### src/rtl/screen_mem_arbiter_pkg.sv
// Shared constants and payload types for the Hack data-memory / screen scan-out arbiter.
package screen_mem_arbiter_pkg;

    localparam int unsigned ADDR_W       = 15;
    localparam int unsigned DATA_W       = 16;
    localparam int unsigned SCREEN_WORDS = 8192;
    localparam int unsigned FETCH_W      = $clog2(SCREEN_WORDS);

    localparam logic [ADDR_W-1:0] SCREEN_BASE = 15'h4000;

    // One FIFO entry: 16 pixels plus the start-of-frame marker.
    typedef struct packed {
        logic              sof;
        logic [DATA_W-1:0] data;
    } pix_word_t;

    // Screen word index -> absolute data-memory address.
    function automatic logic [ADDR_W-1:0] screen_addr(input logic [FETCH_W-1:0] idx);
        return SCREEN_BASE | ADDR_W'(idx);
    endfunction

endpackage

### src/rtl/screen_mem_arbiter_pixel_fifo.sv
// Small synchronous FIFO holding fetched screen words; head is shown combinationally.
module screen_mem_arbiter_pixel_fifo #(
    parameter int unsigned WIDTH = 17,
    parameter int unsigned DEPTH = 4,
    localparam int unsigned PTR_W = $clog2(DEPTH),
    localparam int unsigned CNT_W = PTR_W + 1
) (
    input  logic             clock,
    input  logic             reset,
    input  logic             flush,
    input  logic             push,
    input  logic             pop,
    input  logic [WIDTH-1:0] din,
    output logic [WIDTH-1:0] head,
    output logic [CNT_W-1:0] count
);

    logic [WIDTH-1:0] mem [DEPTH];
    logic [PTR_W-1:0] wr_ptr;
    logic [PTR_W-1:0] rd_ptr;
    logic             do_push;
    logic             do_pop;

    // Overflow and underflow requests are dropped rather than corrupting state.
    assign do_push = push && (count != CNT_W'(DEPTH));
    assign do_pop  = pop && (count != '0);

    always_ff @(posedge clock) begin
        if (reset || flush) begin
            wr_ptr <= '0;
            rd_ptr <= '0;
            count  <= '0;
        end else begin
            if (do_push) begin
                wr_ptr <= wr_ptr + PTR_W'(1);
            end
            if (do_pop) begin
                rd_ptr <= rd_ptr + PTR_W'(1);
            end
            count <= count + CNT_W'(do_push) - CNT_W'(do_pop);
        end
    end

    // Storage needs no reset; only the pointers qualify it.
    always_ff @(posedge clock) begin
        if (do_push && !reset && !flush) begin
            mem[wr_ptr] <= din;
        end
    end

    assign head = (count != '0) ? mem[rd_ptr] : '0;

endmodule

### src/rtl/screen_mem_arbiter.sv
// Arbitrates the single-port Hack data memory between the CPU and the screen scan-out engine.
module screen_mem_arbiter
    import screen_mem_arbiter_pkg::*;
#(
    parameter int unsigned FIFO_DEPTH = 4,
    parameter int unsigned LOW_WATER  = 1
) (
    input  logic              clock,
    input  logic              reset,
    input  logic              cpu_req,
    input  logic              cpu_we,
    input  logic [ADDR_W-1:0] cpu_addr,
    input  logic [DATA_W-1:0] cpu_wdata,
    output logic              cpu_ack,
    output logic [DATA_W-1:0] cpu_rdata,
    input  logic              vid_enable,
    output logic [DATA_W-1:0] pix_data,
    output logic              pix_sof,
    output logic              pix_valid,
    input  logic              pix_ready,
    input  logic [DATA_W-1:0] mem_out,
    output logic [ADDR_W-1:0] mem_address,
    output logic [DATA_W-1:0] mem_in,
    output logic              mem_load
);

    localparam int unsigned CNT_W = $clog2(FIFO_DEPTH) + 1;

    logic [CNT_W-1:0]   count;
    logic [FETCH_W-1:0] fetch_addr;
    logic               space;
    logic               urgent;
    logic               vfetch;
    logic               cgrant;
    logic               pop;
    pix_word_t          push_word;
    pix_word_t          head_word;

    // Video only preempts the CPU once the FIFO is nearly drained.
    assign space  = count < CNT_W'(FIFO_DEPTH);
    assign urgent = count < CNT_W'(LOW_WATER);
    assign vfetch = !reset && vid_enable && space && (urgent || !cpu_req);
    assign cgrant = !reset && cpu_req && !vfetch;

    assign pix_valid = (count != '0);
    assign pop       = pix_valid && pix_ready;

    assign push_word.sof  = (fetch_addr == '0);
    assign push_word.data = mem_out;

    // Fetch counter wraps naturally at the end of the screen; disable restarts at word 0.
    always_ff @(posedge clock) begin
        if (reset || !vid_enable) begin
            fetch_addr <= '0;
        end else if (vfetch) begin
            fetch_addr <= fetch_addr + FETCH_W'(1);
        end
    end

    screen_mem_arbiter_pixel_fifo #(
        .WIDTH ($bits(pix_word_t)),
        .DEPTH (FIFO_DEPTH)
    ) u_pixel_fifo (
        .clock (clock),
        .reset (reset),
        .flush (!vid_enable),
        .push  (vfetch),
        .pop   (pop),
        .din   (push_word),
        .head  (head_word),
        .count (count)
    );

    assign pix_data = head_word.data;
    assign pix_sof  = head_word.sof;

    // Memory port mux; idle cycles drive zeros so nothing stray reaches memory.
    always_comb begin
        mem_address = '0;
        mem_in      = '0;
        mem_load    = 1'b0;
        cpu_ack     = 1'b0;
        cpu_rdata   = '0;
        if (cgrant) begin
            mem_address = cpu_addr;
            mem_in      = cpu_wdata;
            mem_load    = cpu_we;
            cpu_ack     = 1'b1;
            cpu_rdata   = mem_out;
        end else if (vfetch) begin
            mem_address = screen_addr(fetch_addr);
        end
    end

endmodule

### config.mk
export PLATFORM = sky130hd
export DESIGN_NAME = screen_mem_arbiter
export DESIGN_NICKNAME = d
export VERILOG_FILES = /design/src/rtl/screen_mem_arbiter_pkg.sv /design/src/rtl/screen_mem_arbiter_pixel_fifo.sv /design/src/rtl/screen_mem_arbiter.sv
export SDC_FILE = /design/constraint.sdc
export NUM_CORES = 1
export LEC_CHECK = 0
export BUFFER_PORTS_ARGS = -buffer_cell sky130_fd_sc_hd__buf_2
export CAP_MARGIN = 20
export CORE_UTILIZATION = 55
export DETAILED_ROUTE_END_ITERATION = 7
export GPL_TIMING_DRIVEN = 1
export MAX_ROUTING_LAYER = met4
export PLACE_DENSITY = 0.95
export SYNTH_ARGS = -nofsm -noshare
export SYNTH_HDL_FRONTEND = slang
export SYNTH_SLANG_ARGS = --single-unit
export TNS_END_PERCENT = 20
### constraint.sdc
create_clock -name clock -period 4.63 [get_ports clock]
set_clock_uncertainty 0.2 [all_clocks]
set_input_delay 0.463 -clock clock [delete_from_list [all_inputs] [get_ports clock]]
set_output_delay 0.463 -clock clock [all_outputs]
set_load 0.01 [all_outputs]
==> results of run 1 <==
[per-stage QoR]
stage          instance area (sq um)  utilization, %  instances  setup slack [ns]  hold WS (ns)
6_report                        5150            70.3        541              1.34         0.128
4_1_cts                         5110            69.7        539              1.01         0.114
3_5_place_dp                    4880            66.6        523              1.40         0.293
3_3_place_gp                    4880            66.6        523              1.60         0.293
5_1_grt                         5150            70.3        541              1.12         0.110
2_1_floorplan                   4230               -        322              2.19         0.265
[power by group]
group          internal (mW)  total, mW  switching, mW
clock network          0.309      0.593          0.285
logic                  0.112      0.256          0.144
registers              0.895      0.907         0.0125
total                   1.32       1.76          0.442
[worst max-delay path by stage]
| stage | depth (start not counted) | slack [ns] | endpoint |
|---|---|---|---|
| 3_5_place_dp | 7 | 1.40 | cpu_rdata[6] |
| 4_1_cts | 7 | 1.01 | cpu_rdata[6] |
| 6_report | 8 | 1.34 | cpu_rdata[9] |
| 3_3_place_gp | 7 | 1.60 | mem_in[6] |
| 2_1_floorplan | 10 | 2.19 | u_pixel_fifo.count[2] |
| 5_1_grt | 8 | 1.12 | cpu_rdata[10] |
[state kept, by name, indices dropped and copies added (netlist names), named ones only]
name                 cells
u_pixel_fifo.mem        68
fetch_addr              13
u_pixel_fifo.count       3
u_pixel_fifo.rd_ptr      2
u_pixel_fifo.wr_ptr      2
[layout make-up]
class                   instances  area, sq um  share of cell area [%]
flip-flops and latches         90         2480                    48.2
multi-input cells             203         1640                    31.8
repair buffers                121          638                    12.4
clock buffers                   9          124                    2.41
well taps                      99          124                    2.41
clock inverters                 7          100                    1.94
inverters                      12         45.0                   0.875
[layer usage]
metal | part of all wire [%] | routed length (um) | vias to the layer above
li1 | - | - | 1410
met1 | 39 | 3470 | 1444
met2 | 52 | 4660 | 146
met3 | 7.0 | 632 | 25
met4 | 2.7 | 245 | 0
met5 | 0 | 0 | -
[critical path: stages, from the launching register on]
cell,delay [ns]
dfxtp_1,0.43
inv_1,0.09
ha_1,0.20
a21bo_2,0.32
a21oi_2,0.55
nor3_4,0.16
buf_8,0.21
and2_1,0.18
buf_2,0.14
[cell usage in the layout (no fill, tap or decap), types with 3 or more instances in the layout]
master	n
nand2_1	17
o21ai_0	4
nand2b_1	3
o31ai_1	3
clkbuf_8	9
and3_1	5
mux2i_1	3
a21oi_1	16
or3_1	3
dfxtp_1	22
o211ai_1	13
ha_1	10
mux4_2	17
and2_1	54
edfxtp_1	68
xnor2_1	6
buf_2	119
inv_1	12
mux2_2	3
xor2_1	4
nor2_1	17
or4_1	3
[logic make-up (layout without fill, tap and decap cells)]
kind of cell | Yosys count | in the layout | synth area share [%]
XOR/XNOR | 10 | 10 | 2.07
multiplexers | 23 | 23 | 10.6
AND/OR/NAND/NOR | 117 | 117 | 16.1
adder cells (fa/ha/maj) | 11 | 11 | 3.43
flip-flops | 90 | 90 | 58.7
AO/OA/AOI/OAI | 42 | 42 | 6.42
buffers and inverters | 29 | 149 | 2.69
==> results_dict.tcl, run 1 <==
set metrics [dict create \
    p_leak_nw 2.07 \
    cts_hold_buf 0 \
    rrSetupSlack_ns 1.74 \
    cts_buffers 9 \
    grt_max_degree 36 \
    clkLatencyLatePin_ns 0.36 \
    grt_overflow 0 \
    netlist_area_sq_um 4230 \
    clkTransAtPathRegs_ns 0.10 \
    min_period_ns 3.29 \
    grt.met1_usage_pct 28.0 \
    fin_nets 501 \
    dr.first_iter.drc_count 187 \
    post-route-period-util_pct 71.1 \
    fin_tns_setup_ns 0 \
    vdd_ir_drop_max_mv 0.194 \
    antenna_left 0 \
    yosysMostFrequentCell "edfxtp_1" \
    place.gp.congestion 0.900 \
    io_buffers 119 \
    cts_tree "yes" \
    htree_levels 3 \
    yosysSeqAreaShare_pct 58.7 \
    avgSynthCellArea_sq_um 13.1 \
    synthTopCellsByCount "edfxtp_1, and2_1, dfxtp_1" \
    dpl.hpwl_mm 6.08 \
    crit_required_ns 3.97 \
    reg2reg_from "u_pixel_fifo.count[2]" \
    cts_buffer_depth 2 \
    min_delay_path_depth 1 \
    synth_cell_types 42 \
    grt_pass1_wl_mm 13.6 \
    r2r_cells 5 \
    vias 3025 \
    drc 0 \
    grt_pass1_vias 2918 \
    drive_gt1_share_pct 37.3 \
    diodes 0 \
    grt-busiest-layer "met2" \
    ctsResizeCount 0 \
    grtUsageMet2_pct 40.8 \
    worstHoldStart "mem_out[12]" \
    synth-edff-count 68 \
    rsz0062_at_grt "no" \
    first_pass_iters 4 \
    end_kind "output port" \
    path_max_fanout 27 \
    crit_arrival_ns 2.63 \
    root_buffer "clkbuf_8" \
    startpoint "u_pixel_fifo.count[2]" \
    yosys-top-cells-area "edfxtp_1, dfxtp_1, mux4_2" \
    viasPerCell 5.59 \
    fp.coreArea_sq_um 7330 \
    syn_to_final_growth_pct 21.8 \
    finalMaxSlewViolations 0 \
    synth_flop_cell "edfxtp_1" \
    die_w_um 89.7 \
    die_area_sq_um 8040 \
    setup_viol 0 \
    cts_setup_buffers 0 \
    worstMarginPinSlew_ns 0.927 \
    synth_top_area_share_pct 48.3 \
    postSynthRegisterBits 90 \
    die_y_um 89.7 \
    slew_headroom_pct 38.2 \
    power_mw 1.76 \
    synth_top_area_cell "edfxtp_1" \
    initial_core_util_pct 57.7 \
    synth_nets 386 \
    std_cell_rows 31 \
    n_fill_cell 477 \
    wl_per_cell_um 16.6 \
    cts_sinks 90 \
    antenna_found_initial 0 \
    met3_usage_pct 5.58 \
    worstHoldEndpoint "u_pixel_fifo.mem[0][12]" \
    synthArstFlopShare_pct 0 \
    drt-total-wl_mm 9.01 \
    hold_path.class "input pin to register" \
    hold_violations 0 \
    yosysWarningCount 0 \
    cap_violations 0 \
    synthCells 322 \
    worstSetupPathType "register to output port" \
    max_freq_mhz 304 \
    ios 120 \
    power_density_nw_per_um2 341 \
    grt_usage_pct 24.5 \
    r2r_end "u_pixel_fifo.mem[0][13]" \
    startpoint_type "register" \
    status "finished, final reports clean" \
]
(Power assumes the default switching activity.)
==> inputs of run 2 (changes only) <==
--- a/config.mk
+++ b/config.mk
@@ -7,11 +7,11 @@
 export LEC_CHECK = 0
 export BUFFER_PORTS_ARGS = -buffer_cell sky130_fd_sc_hd__buf_2
 export CAP_MARGIN = 20
-export CORE_UTILIZATION = 55
+export CORE_UTILIZATION = 47
 export DETAILED_ROUTE_END_ITERATION = 7
 export GPL_TIMING_DRIVEN = 1
 export MAX_ROUTING_LAYER = met4
-export PLACE_DENSITY = 0.95
+export PLACE_DENSITY = 0.88
 export SYNTH_ARGS = -nofsm -noshare
 export SYNTH_HDL_FRONTEND = slang
 export SYNTH_SLANG_ARGS = --single-unit
==> constraint.sdc (replaced) <==
create_clock -name clock -period 3 [get_ports clock]
set_clock_uncertainty 0.2 [all_clocks]
set_input_delay 0.3 -clock clock [delete_from_list [all_inputs] [get_ports clock]]
set_output_delay 0.3 -clock clock [all_outputs]
set_load 0.01 [all_outputs]
==> run 2 against run 1 <==
Die area is 17% higher. Clock power grew 32%. Register-to-register slack worse by 1.3 ns. Setup slack worse by 1.2 ns. Sequential share of layout area decreased by 1.7 points. First-iteration DRC count fell by 45%. Non-clock buffer count grew 25. Cell count grew 6.3%.
==> results_dict.tcl, run 2 (synthesized netlist as in run 1, its figures left out) <==
set metrics [dict create \
    status "finished, final reports clean" \
    grt_overflow 0 \
    end_kind "output port" \
    ios 120 \
    clkTransAtPathRegs_ns 0.09 \
    die_w_um 96.8 \
    post-route-period-util_pct 95.0 \
    cap_violations 0 \
    die_area_sq_um 9380 \
    root_buffer "clkbuf_8" \
    fp.coreArea_sq_um 8720 \
    p_leak_nw 2.18 \
    critPathBufInv 2 \
    dr.first_iter.drc_count 103 \
    diodes 0 \
    path_max_fanout 14 \
    grt_max_degree 24 \
    vias 2998 \
    met3_usage_pct 4.26 \
    die_y_um 96.8 \
    power_density_nw_per_um2 486 \
    startpoint_type "register" \
    cp_slowest_stage_delay_ns 0.44 \
    clkLatencyLatePin_ns 0.34 \
    r2r_cells 10 \
    viasPerCell 5.21 \
    min_period_ns 2.85 \
    ff_latch_area_sq_um 2480 \
    grt_pass1_wl_mm 13.2 \
    crit_required_ns 2.50 \
    first_pass_iters 5 \
    io_buffers 119 \
    worstHoldStart "mem_out[15]" \
    largest_reg_flops 68 \
    cts_buffers 9 \
    place.gp.congestion 0.867 \
    vdd_ir_drop_max_mv 0.198 \
    hold_violations 0 \
    final_common_cell "buf_2" \
    max_freq_mhz 351 \
    cp_cell_sequence "inv_1 -> ha_1 -> a21bo_2 -> a21oi_2 -> mux2_2 -> nor2_1 -> buf_2" \
    dpl.hpwl_mm 5.88 \
    fin_nets 526 \
    worstHoldEndpoint "u_pixel_fifo.mem[1][15]" \
    r2r_end "u_pixel_fifo.count[2]" \
    worstMarginPinSlew_ns 0.779 \
    cts_buffer_depth 2 \
    final_area_sq_um 5330 \
    grt_pass1_vias 2852 \
    fin_cells 575 \
    grt-busiest-layer "met2" \
    cp_top_family "compound AO/OA/AOI/OAI gates" \
    critPathSlowestCell "dfxtp_1" \
    hold_path.class "input pin to register" \
    multi_input_area_sq_um 1640 \
    drive_gt1_share_pct 37.7 \
    worst_slack_ns 0.150 \
    crit_arrival_ns 2.35 \
    htree_levels 3 \
    placed_area_sq_um 4980 \
    power_mw 2.59 \
    grt_usage_pct 18.4 \
    largest_register "u_pixel_fifo.mem" \
    drc 0 \
    worstSetupPathType "register to output port" \
    min_delay_path_depth 1 \
    wl_per_cell_um 14.4 \
    n_fill_cell 689 \
    cts_sinks 90 \
    rrSetupSlack_ns 0.45 \
    ctsResizeCount 0 \
    final_cell_mix "buf_2, edfxtp_1, and2_1, dfxtp_1" \
    setup_viol 0 \
    fin_util_pct 61.2 \
    antenna_found_initial 0 \
    post-place-ws_ns 0.470 \
    grt.met1_usage_pct 22.1 \
    antenna_left 0 \
    cts_tree "yes" \
    reg_top3 "u_pixel_fifo.mem (68), fetch_addr (13), u_pixel_fifo.count (3)" \
    whs_ns 0.0189 \
    grtUsageMet2_pct 31.1 \
    std_cell_rows 34 \
    dp_cells 544 \
    slew_headroom_pct 48.0 \
    finalMaxSlewViolations 0 \
    syn_to_final_growth_pct 26.2 \
    drt-total-wl_mm 8.27 \
    rsz0062_at_grt "no" \
    reg2reg_from "u_pixel_fifo.count[2]" \
    fin_tns_setup_ns 0 \
    initial_core_util_pct 48.5 \
]
-- run 2: changes by cell type in the layout (fill, tap and decap cells not counted), moves of 2 or more --
cell / change
dlygate4sd3_1: +15
buf_4: +12
bufinv_16: -2
clkbuf_8: +2
inv_4: +2
-- run 2: area by class of cell --
type	count	share of cell area, %
sequential	90	46.5
clock inverter	3	0.328
inverter	12	0.844
clock buffer	13	3.40
timing repair buffer	146	15.7
tap	108	2.53
multi-input combinational	203	30.7
-- run 2: worst max-delay path by stage --
stage | startpoint | end | slack (ns) | cells after the start
2_1_floorplan | u_pixel_fifo.count[2] | u_pixel_fifo.count[2] | 0.56 | 10
3_3_place_gp | u_pixel_fifo.count[2] | u_pixel_fifo.count[2] | 0.64 | 10
3_5_place_dp | u_pixel_fifo.count[2] | u_pixel_fifo.count[2] | 0.47 | 10
4_1_cts | u_pixel_fifo.count[2] | mem_address[0] | 0.14 | 7
5_1_grt | u_pixel_fifo.count[2] | mem_address[10] | 0.004 | 8
6_report | u_pixel_fifo.count[2] | mem_address[0] | 0.15 | 7
-- run 2: report_power, final --
| group | switching, mW | internal [mW] | leakage (nW) |
|---|---|---|---|
| registers | 0.0173 | 1.38 | 0.794 |
| logic | 0.219 | 0.195 | 1.28 |
| clock network | 0.382 | 0.400 | 0.108 |
| total | 0.618 | 1.98 | 2.18 |
-- run 2: what timing repair did --
item	CTS	global route
endpoints found under the hold margin	60	0
setup buffers	0	0
hold buffers	15	0
-- run 2: per-layer routing --
metal | vias up | share of wire (%)
met3 | 13 | 6.3
met2 | 125 | 50
li1 | 1454 | -
met5 | - | 0
met1 | 1406 | 42
met4 | 0 | 1.4
==> inputs of run 3 (changes only) <==
==> constraint.sdc (replaced) <==
create_clock -name clock -period 3 [get_ports clock]
set_clock_uncertainty 0.2 [all_clocks]
set_input_delay 0 -clock clock [delete_from_list [all_inputs] [get_ports clock]]
set_output_delay 0 -clock clock [all_outputs]
set_load 0.01 [all_outputs]
==> run 3 against run 2 <==
Cell count unchanged. Critical path depth up 1. Die area unchanged. Fmax is 5.1% higher. Utilization about the same. Routed wire length increased by 2.7%. Critical path type unchanged. Critical endpoint is now cpu_rdata[9]. Largest cell class unchanged. Highest routed layer unchanged.
==> results_dict.tcl, run 3 (synthesized netlist as in run 1, its figures left out) <==
set metrics [dict create \
    grt_max_degree 36 \
    clkLatencyLatePin_ns 0.35 \
    fin_cells 575 \
    viasPerCell 5.18 \
    post-route-period-util_pct 90.4 \
    end_kind "output port" \
    drt-total-wl_mm 8.49 \
    cts_buffers 9 \
    setup_viol 0 \
    cts_hold_buf 18 \
    largest_reg_flops 68 \
    max_freq_mhz 369 \
    die_y_um 96.8 \
    dp_cells 540 \
    grt-busiest-layer "met2" \
    antenna_found_initial 0 \
    fin_nets 526 \
    clkTransAtPathRegs_ns 0.09 \
    reg2reg_from "u_pixel_fifo.count[2]" \
    multi_input_area_sq_um 1640 \
    p_int_mw 1.96 \
    antenna_left 0 \
    n_fill_cell 702 \
    worstSetupPathType "register to output port" \
    status "finished, final reports clean" \
    crit_arrival_ns 2.51 \
    pwr-share-comb_pct 16.2 \
    swShare_pct 24.2 \
    fin_util_pct 61.2 \
    root_buffer "clkbuf_8" \
    first_pass_iters 4 \
    rsz0062_at_grt "no" \
    final_common_cell "buf_2" \
    syn_to_final_growth_pct 26.3 \
    reg_top3 "u_pixel_fifo.mem (68), fetch_addr (13), u_pixel_fifo.count (3)" \
    wl_per_cell_um 14.8 \
    ff_latch_area_sq_um 2480 \
    dr.first_iter.drc_count 69 \
    power_density_nw_per_um2 485 \
    grt_pass1_vias 2874 \
    worstHoldEndpoint "fetch_addr[4]" \
    hold_violations 0 \
    cts_buffer_depth 2 \
    min_period_ns 2.71 \
    dpl.hpwl_mm 5.77 \
    min_delay_path_depth 4 \
    grt_pass1_wl_mm 13.7 \
    grt_usage_pct 19.1 \
    ios 120 \
    met3_usage_pct 3.83 \
    clkPwrFrac_pct 29.8 \
    diodes 0 \
    grt_overflow 0 \
    ctsResizeCount 0 \
    drc 0 \
    final_cell_mix "buf_2, edfxtp_1, and2_1, dfxtp_1, dlygate4sd3_1" \
    crit_required_ns 2.80 \
    vdd_ir_drop_max_mv 0.278 \
    slew_headroom_pct 44.9 \
    p_sw_mw 0.627 \
    post-place-ws_ns 0.406 \
    cts_setup_buffers 0 \
    hold_path.class "input pin to register" \
    r2r_cells 10 \
    cap_violations 0 \
    htree_levels 3 \
    fin_tns_setup_ns 0 \
    die_w_um 96.8 \
    startpoint_type "register" \
    worstMarginPinSlew_ns 0.826 \
    rrSetupSlack_ns 0.45 \
    drive_gt1_share_pct 36.6 \
    cts_sinks 90 \
    initial_core_util_pct 48.5 \
    path_max_fanout 23 \
    io_buffers 119 \
    r2r_end "u_pixel_fifo.count[2]" \
    largest_register "u_pixel_fifo.mem" \
    fp.coreArea_sq_um 8720 \
    worst_slack_ns 0.287 \
    cts_tree "yes" \
    worstHoldStart "cpu_req" \
    vias 2979 \
    std_cell_rows 34 \
    die_area_sq_um 9380 \
    grt.met1_usage_pct 22.5 \
    p_leak_nw 2.16 \
    finalMaxSlewViolations 0 \
    place.gp.congestion 0.816 \
    power.share.sequential_pct 54.0 \
    grtUsageMet2_pct 33.9 \
]
[run 3: cell types whose count changed in the layout (fill, tap and decap cells not counted), sizes merged]
cell	change
bufinv	+1
dlygate4sd3	+3
inv	-2
clkinvlp	+2
buf	-3
clkinv	+1
clkbuf	-2
[run 3: power by group through the flow]
stage	logic [mW]	clock network, mW	registers (mW)
after CTS	0.421	0.793	1.40
after global placement	0.385	0	1.42
after floorplan	0.244	0	1.42
after detailed placement	0.401	0	1.43
after global routing	0.462	0.840	1.40
final	0.419	0.770	1.40
[run 3: cell type report]
class,count,share of cell area [%]
flip-flops and latches,90,46.5
multi-input cells,203,30.7
repair buffers,146,15.9
well taps,108,2.53
clock buffers,11,2.46
clock inverters,5,1.03
inverters,12,0.844
[run 3: worst max-delay path by stage]
stage	startpoint	endpoint	slack [ns]	cells after the start
floorplan	u_pixel_fifo.count[2]	u_pixel_fifo.count[2]	0.56	10
global placement	u_pixel_fifo.count[2]	mem_in[9]	0.55	7
detailed placement	u_pixel_fifo.count[2]	cpu_rdata[13]	0.41	7
CTS	u_pixel_fifo.count[2]	cpu_rdata[13]	0.01	7
global route	u_pixel_fifo.count[2]	mem_in[3]	0.03	8
finish	u_pixel_fifo.count[2]	cpu_rdata[9]	0.29	8
[run 3: critical path: stages, from the launching register on]
cell	delay [ns]
dfxtp_1	0.43
inv_1	0.09
ha_1	0.20
a21bo_2	0.37
a21oi_2	0.12
nor3_4	0.45
buf_8	0.23
and2_1	0.14
buf_2	0.13
[run 3: routing by layer]
layer / wire (um) / part of all wire, %
met4: 78 / 0.92
met2: 4410 / 52
met1: 3590 / 42
met3: 410 / 4.8
met5: 0 / 0
[run 3: per-stage QoR]
stage                     power [mW]  area (sq um)  hold slack (ns)
after global routing            2.70          5340           0.0920
after floorplan                 1.66          4230           -0.156
after global placement          1.81          4950           0.0223
after CTS                       2.61          5320           0.0631
after detailed placement        1.83          4950           0.0352
final                           2.59          5340           0.0792
